### config.mk
export PLATFORM = sky130hd
export DESIGN_NAME = mcpu_fetch_decoder
export DESIGN_NICKNAME = d
export VERILOG_FILES = /design/src/rtl/mcpu_pkg.sv /design/src/rtl/mcpu_trace_fifo.sv /design/src/rtl/mcpu_fetch_decoder.sv
export SDC_FILE = /design/constraint.sdc
export NUM_CORES = 1
export LEC_CHECK = 0
export CORE_AREA = 2 2 195 197
export CTS_CLUSTER_SIZE = 8
export DETAILED_ROUTE_END_ITERATION = 8
export DIE_AREA = 0 0 197 199
export PLACE_DENSITY = 0.63
export SLEW_MARGIN = 20
export SYNTH_ARGS = -nofsm -noshare
export SYNTH_HDL_FRONTEND = slang
export SYNTH_HIERARCHICAL = 1
export SYNTH_SLANG_ARGS = --single-unit
### constraint.sdc
create_clock -name clk -period 5.5 [get_ports clk]
set_input_delay 1.1 -clock clk [delete_from_list [all_inputs] [get_ports clk]]
set_output_delay 1.1 -clock clk [all_outputs]
set_load 0.01 [all_outputs]
### src/rtl/mcpu_pkg.sv
// Shared MCPU ISA definitions: opcode map, operand sizes and the decoded trace record.
// Used by both the CPU control decoder and the fetch trace decoder.
package mcpu_pkg;

  localparam int unsigned WORD_SIZE    = 16;
  localparam int unsigned OPERAND_SIZE = 4;
  localparam int unsigned PC_SIZE      = 8;

  localparam logic [OPERAND_SIZE-1:0] OP_SHORT_TO_REG  = 4'h0;
  localparam logic [OPERAND_SIZE-1:0] OP_ADD           = 4'h1;
  localparam logic [OPERAND_SIZE-1:0] OP_MOV           = 4'h2;
  localparam logic [OPERAND_SIZE-1:0] OP_LOAD_FROM_MEM = 4'h3;
  localparam logic [OPERAND_SIZE-1:0] OP_STORE_TO_MEM  = 4'h4;
  localparam logic [OPERAND_SIZE-1:0] OP_LSL           = 4'h5;
  localparam logic [OPERAND_SIZE-1:0] OP_LSR           = 4'h6;
  localparam logic [OPERAND_SIZE-1:0] OP_BNZ           = 4'h7;

  localparam logic [1:0] FMT_RRR = 2'd0;
  localparam logic [1:0] FMT_RR  = 2'd1;
  localparam logic [1:0] FMT_RI  = 2'd2;
  localparam logic [1:0] FMT_UNK = 2'd3;

  typedef struct packed {
    logic [PC_SIZE-1:0]        pc;
    logic [OPERAND_SIZE-1:0]   op;
    logic [1:0]                fmt;
    logic [OPERAND_SIZE-1:0]   rd;
    logic [OPERAND_SIZE-1:0]   ra;
    logic [OPERAND_SIZE-1:0]   rb;
    logic [2*OPERAND_SIZE-1:0] imm;
    logic                      err;
  } decoded_instr_t;

  function automatic logic [1:0] op_fmt(input logic [OPERAND_SIZE-1:0] op);
    logic [1:0] fmt;
    case (op)
      OP_ADD, OP_LSL, OP_LSR:                                 fmt = FMT_RRR;
      OP_MOV:                                                 fmt = FMT_RR;
      OP_SHORT_TO_REG, OP_LOAD_FROM_MEM, OP_STORE_TO_MEM, OP_BNZ: fmt = FMT_RI;
      default:                                                fmt = FMT_UNK;
    endcase
    return fmt;
  endfunction

endpackage

### src/rtl/mcpu_trace_fifo.sv
// Synchronous FIFO with a registered head entry; a freshly pushed record into an empty
// FIFO becomes visible one cycle after it is written.
module mcpu_trace_fifo #(
  parameter int unsigned WIDTH = 8,
  parameter int unsigned DEPTH = 8
) (
  input  logic                     clk,
  input  logic                     reset,
  input  logic                     push,
  input  logic [WIDTH-1:0]         wdata,
  input  logic                     pop,
  output logic                     full,
  output logic                     empty,
  output logic [$clog2(DEPTH):0]   count,
  output logic                     rvalid,
  output logic [WIDTH-1:0]         rdata
);

  localparam int unsigned PtrW = $clog2(DEPTH);
  localparam int unsigned CntW = PtrW + 1;

  logic [WIDTH-1:0] mem_q [DEPTH];
  logic [PtrW-1:0]  wr_ptr_q, rd_ptr_q, head_next;
  logic [CntW-1:0]  count_q, count_d;
  logic             rvalid_q, rvalid_d;
  logic [WIDTH-1:0] rdata_q, rdata_d;
  logic             do_pop, do_write;

  always_comb begin
    full      = (count_q == CntW'(DEPTH));
    empty     = (count_q == '0);
    do_pop    = pop && rvalid_q;
    // A full FIFO still accepts a push when the head leaves in the same edge.
    do_write  = push && (!full || do_pop);
    count_d   = count_q;
    if (do_write && !do_pop) begin
      count_d = count_q + CntW'(1);
    end else if (!do_write && do_pop) begin
      count_d = count_q - CntW'(1);
    end
    head_next = do_pop ? rd_ptr_q + PtrW'(1) : rd_ptr_q;
    rvalid_d  = !empty && (count_d != '0);
    rdata_d   = rdata_q;
    if (rvalid_d) begin
      rdata_d = (do_write && (wr_ptr_q == head_next)) ? wdata : mem_q[head_next];
    end
  end

  always_ff @(posedge clk) begin
    if (reset) begin
      wr_ptr_q <= '0;
      rd_ptr_q <= '0;
      count_q  <= '0;
      rvalid_q <= 1'b0;
      rdata_q  <= '0;
    end else begin
      if (do_write) begin
        wr_ptr_q <= wr_ptr_q + PtrW'(1);
      end
      rd_ptr_q <= head_next;
      count_q  <= count_d;
      rvalid_q <= rvalid_d;
      rdata_q  <= rdata_d;
    end
  end

  always_ff @(posedge clk) begin
    if (do_write) begin
      mem_q[wr_ptr_q] <= wdata;
    end
  end

  assign count  = count_q;
  assign rvalid = rvalid_q;
  assign rdata  = rdata_q;

endmodule

### src/rtl/mcpu_fetch_decoder.sv
// Passive fetch-port snooper: captures each fetched word, splits it into ISA fields and
// queues the decoded record for a valid/ready consumer without ever stalling the CPU.
module mcpu_fetch_decoder #(
  parameter int unsigned WORD_SIZE    = 16,
  parameter int unsigned OPERAND_SIZE = 4,
  parameter int unsigned ADDR_W       = 8,
  parameter int unsigned DEPTH        = 8
) (
  input  logic                      clk,
  input  logic                      reset,
  input  logic                      enable,
  input  logic                      fetch_valid,
  input  logic [ADDR_W-1:0]         fetch_pc,
  input  logic [WORD_SIZE-1:0]      fetch_instr,
  output logic                      out_valid,
  input  logic                      out_ready,
  output logic [ADDR_W-1:0]         out_pc,
  output logic [OPERAND_SIZE-1:0]   out_op,
  output logic [1:0]                out_fmt,
  output logic [OPERAND_SIZE-1:0]   out_rd,
  output logic [OPERAND_SIZE-1:0]   out_ra,
  output logic [OPERAND_SIZE-1:0]   out_rb,
  output logic [2*OPERAND_SIZE-1:0] out_imm,
  output logic                      out_err,
  output logic [$clog2(DEPTH):0]    count,
  output logic [7:0]                drop_cnt,
  output logic                      overflow
);

  import mcpu_pkg::*;

  localparam int unsigned RecW = $bits(decoded_instr_t);

  logic                    cap_valid_q;
  logic [ADDR_W-1:0]       cap_pc_q;
  logic [WORD_SIZE-1:0]    cap_instr_q;
  logic [OPERAND_SIZE-1:0] dec_op;
  decoded_instr_t          dec_rec;
  decoded_instr_t          head_rec;
  logic                    fifo_full, fifo_empty, pop, drop;
  logic [7:0]              drop_cnt_q;
  logic                    overflow_q;

  // Capture stage is independent of enable once loaded, so a record in flight completes.
  always_ff @(posedge clk) begin
    if (reset) begin
      cap_valid_q <= 1'b0;
      cap_pc_q    <= '0;
      cap_instr_q <= '0;
    end else begin
      cap_valid_q <= fetch_valid && enable;
      if (fetch_valid && enable) begin
        cap_pc_q    <= fetch_pc;
        cap_instr_q <= fetch_instr;
      end
    end
  end

  always_comb begin
    dec_op      = cap_instr_q[WORD_SIZE-1 -: OPERAND_SIZE];
    dec_rec     = '0;
    dec_rec.pc  = PC_SIZE'(cap_pc_q);
    dec_rec.op  = dec_op;
    dec_rec.fmt = op_fmt(dec_op);
    dec_rec.rd  = cap_instr_q[2*OPERAND_SIZE +: OPERAND_SIZE];
    case (dec_rec.fmt)
      FMT_RRR: begin
        dec_rec.ra = cap_instr_q[OPERAND_SIZE +: OPERAND_SIZE];
        dec_rec.rb = cap_instr_q[0 +: OPERAND_SIZE];
      end
      FMT_RR:  dec_rec.ra  = cap_instr_q[OPERAND_SIZE +: OPERAND_SIZE];
      FMT_RI:  dec_rec.imm = cap_instr_q[0 +: 2*OPERAND_SIZE];
      default: ;
    endcase
    // MOV leaves the low nibble unused; anything there means a corrupt word.
    dec_rec.err = (dec_rec.fmt == FMT_UNK) ||
                  ((dec_op == OP_MOV) && (cap_instr_q[0 +: OPERAND_SIZE] != '0));
  end

  assign pop  = out_valid && out_ready && !fifo_empty;
  assign drop = cap_valid_q && fifo_full && !pop;

  mcpu_trace_fifo #(
    .WIDTH (RecW),
    .DEPTH (DEPTH)
  ) u_fifo (
    .clk    (clk),
    .reset  (reset),
    .push   (cap_valid_q),
    .wdata  (dec_rec),
    .pop    (pop),
    .full   (fifo_full),
    .empty  (fifo_empty),
    .count  (count),
    .rvalid (out_valid),
    .rdata  (head_rec)
  );

  always_ff @(posedge clk) begin
    if (reset) begin
      drop_cnt_q <= '0;
      overflow_q <= 1'b0;
    end else if (drop) begin
      overflow_q <= 1'b1;
      if (drop_cnt_q != 8'hFF) begin
        drop_cnt_q <= drop_cnt_q + 8'd1;
      end
    end
  end

  assign out_pc   = ADDR_W'(head_rec.pc);
  assign out_op   = head_rec.op;
  assign out_fmt  = head_rec.fmt;
  assign out_rd   = head_rec.rd;
  assign out_ra   = head_rec.ra;
  assign out_rb   = head_rec.rb;
  assign out_imm  = head_rec.imm;
  assign out_err  = head_rec.err;
  assign drop_cnt = drop_cnt_q;
  assign overflow = overflow_q;

endmodule

==> summary.txt <==
Run status
  – Status: completed

Synth
  – Ys async rst share: 0
  – Prevailing post-synth register cell: edfxtp_1
  – Yosys reg bits: 362
  – Synthesized area: 0.0147 mm2
  – Yosys cell types: 69
  – EDFF count, synth: 280
  – Avg Synthesized Cell Area: 12.0 um2
  – Synth top cells by count: 302 x nand2_1, 280 x edfxtp_1, 82 x dfxtp_1
  – Warnings, synthesis: 6
  – Sequential fraction of the synthesis area: 0.684
  – Synthesized instance count: 1228
  – Area share of the leading cell type in the synthesized netlist: 0.572
  – Most common cell in the synthesized netlist: nand2_1
  – Synth area leader: edfxtp_1
  – Syn nets: 1262
  – Synth area leaders: edfxtp_1 57%, dfxtp_1 11%, nand2_1 7.7%

Route
  – First-pass DRT Iterations: 7
  – Routed len/inst: 19.6 um
  – Final ANT Viol Nets: 0
  – DR DRC count: 0
  – WL final: 35.4 mm
  – Via count: 9996
  – Iter 0 DRT Violations: 863
  – Via-to-Cell Ratio: 5.52

Setup path
  – Worst r2r src: u_fifo/count[0]$_SDFF_PP0_
  – Crit path max-delay cell type: nor2_4
  – FF-to-FF End: u_fifo/mem_q[5][19]$_DFFE_PP_
  – Critical path launch point: u_fifo/count[0]$_SDFF_PP0_
  – Crit-path leading delay family: simple AND/OR/NAND/NOR gates
  – Setup crit start kind: register
  – Worst path bufs/invs: 3
  – Cells along the critical path: inv_1, ha_1, nor3b_2, nand3b_1, inv_1, nand2_1, a21boi_0, nand2_1, nor2_4, buf_12
  – FF-to-FF path depth: 10
  – Crit path to: u_fifo/mem_q[5][19]$_DFFE_PP_
  – CP endpoint kind: register
  – Slowest stage delay, CP: 550 ps
  – CP Depth: 10
  – WP data required: 5730 ps
  – Critical-path maximum fanout: 23
  – Arrival time at the worst endpoint: 4510 ps
  – FF-to-FF setup slack: 1220 ps
  – WS Path Type: reg -> reg

Floorplan
  – Die span in y: 199 um
  – Placement row count: 71
  – Area of the die: 0.0392 mm2
  – Core box area: 0.0371 mm2
  – Initial core utilization: 0.396
  – I/O Pins: 78
  – Die Wd: 197 um

Placed design
  – Final GP Congestion: 0.812
  – Placed insts: 1716
  – Detailed placement HPWL: 19.7 mm
  – Port Buffers: 77
  – Post-Place Cell Area: 0.0160 mm2

Power and ir drop
  – Pwr dens: 355 mW/mm2
  – Pleak: 5.83 nW
  – VDD IR max: 0.255 mV

Clock network
  – Clk sink count: 362
  – Total CTS buffers: 51
  – TritonCTS clock tree: built
  – Post CTS Setup Buffer Count: 0
  – CTS clock-pin slew for the worst setup and hold paths: 50 ps
  – Clk buf depth: 3
  – Resized cells post-CTS: 0
  – Cts hold-fix bufs: 0
  – H-tree depth: 2
  – Clk_lat worst skew: 550 ps
  – CTS root buffer: clkbuf_16

Final layout
  – Synth-to-layout area growth: 18.7%
  – Final net count: 1329
  – Fin cells: 1811
  – Antenna cells: 0
  – Share of cells above drive strength 1: 0.0800
  – Post-route cell area: 0.0174 mm2

Timing
  – Clock Skews: 13.1 ps
  – Worst slew pin tran: 1050 ps
  – Final setup violation count: 0
  – Slew Limit Fails: 0
  – Slew headroom: 0.298
  – RSZ-0062 raised after global routing: false
  – Final Critical Period: 4280 ps
  – Setup TNS Final: 0 ps
  – Hold Vio Cnt, Final: 0
  – Peak Freq: 0.234 GHz
  – Period utilization: 0.778

GRT
  – GRT Resource Usage Total: 0.181
  – First-pass GRT wire length: 55.3 mm
  – Vias in the first global route: 9791
  – Initial antenna violation count: 0
  – Gr ovfl total: 0
  – Largest net degree at the start of global routing: 87

Flow run
  – Max-cap viol count: 0

Worst hold path
  – Hold Crit Class: reg -> reg
  – Hold Crit Start: overflow$_SDFFE_PP0P_
==> state kept, by name, summed over array words and instances (netlist names), named ones only <==
name	flops
u_fifo/mem_q	280
u_fifo/rdata	35
cap_instr_q	16
cap_pc_q	8
drop_cnt	8
u_fifo/count	4
u_fifo/rd_ptr_q	3
u_fifo/wr_ptr_q	3
cap_valid_q	1
overflow	1
u_fifo/rvalid	1
==> power breakdown <==
group | switching [mW] | internal, mW
registers | 0.0467 | 2.99
clock network | 1.11 | 1.74
logic | 0.171 | 0.140
total | 1.33 | 4.87
==> metrics by stage <==
step                       util  worst slack, ps  power [mW]  hold slack (ps)
after global routing      0.470              890        6.41              519
after CTS                 0.470             1260        6.26              482
after global placement    0.430              988        3.40              458
final                     0.470             1220        6.20              481
after floorplan               -              440        3.25              440
after detailed placement  0.430              957        3.41              467
==> tightest hold or removal path: cells and delay by family, from the launching register on <==
kind	cells	cell delay [ps]
compound gates	1	40
simple gates	1	70
flops	1	330
==> kinds of logic (layout without fill, tap and decap cells) <==
logic type | count (synthesis) | count (layout) | share of synthesized area
and+or+nand+nor | 566 | 566 | 0.176
DFF | 362 | 362 | 0.684
AOI/OAI and AO/OA | 187 | 187 | 0.0961
buffers and inverters | 95 | 204 | 0.0319
xor gates and xnor gates | 9 | 9 | 0.00536
adders and majority gates | 5 | 5 | 0.00426
muxes | 4 | 4 | 0.00281
==> per-layer routing <==
| metal | vias up | track usage | part of all wire |
|---|---|---|---|
| li1 | 4681 | - | - |
| met2 | 317 | 0.302 | 0.47 |
| met3 | 54 | 0.0317 | 0.064 |
| met5 | - | 0 | 0 |
| met1 | 4944 | 0.243 | 0.45 |
| met4 | 0 | 0.0518 | 0.020 |
==> worst min path at each step <==
stage / to / slack (ps) / depth (start not counted)
after detailed placement: overflow$_SDFFE_PP0P_ / 470 / 2
after global placement: overflow$_SDFFE_PP0P_ / 460 / 2
final: overflow$_SDFFE_PP0P_ / 480 / 2
after floorplan: cap_instr_q[4]$_SDFFE_PP0N_ / 440 / 2
after global routing: u_fifo/rdata[6]$_SDFFE_PP0P_ / 520 / 2
after CTS: overflow$_SDFFE_PP0P_ / 480 / 2
==> cell usage in the layout (no fill, tap or decap), types with 3 or more instances in the layout <==
master             n
clkbuf_16         51
edfxtp_1         280
a311oi_2           4
a211o_1            3
nand2b_1           7
and2_1            21
clkdlybuf4s50_1   76
nor2_4             6
xnor2_1            3
buf_12             9
dfxtp_1           82
mux2i_1            3
a21boi_0           3
a21oi_1           34
nand3b_1           3
nand3_1           72
and3_1            38
clkbuf_1          40
ha_1               5
xor2_1             6
a31oi_1           41
a311oi_1          34
nand4_1           35
nor2b_1            7
buf_4             16
nor2_1            53
a211oi_1          42
and2_4             3
nand2_1          301
inv_1              8
==> area by class of cell <==
| class | count | area [um2] |
|---|---|---|
| fillers | 3347 | 19700 |
| flip-flops and latches | 362 | 10000 |
| multi-input cells | 771 | 4250 |
| clock buffers | 91 | 1430 |
| repair buffers | 101 | 1060 |
| well taps | 474 | 593 |
| clock inverters | 4 | 37.5 |
| inverters | 8 | 30.0 |
No activity file was read; power rests on OpenSTA's default activity.
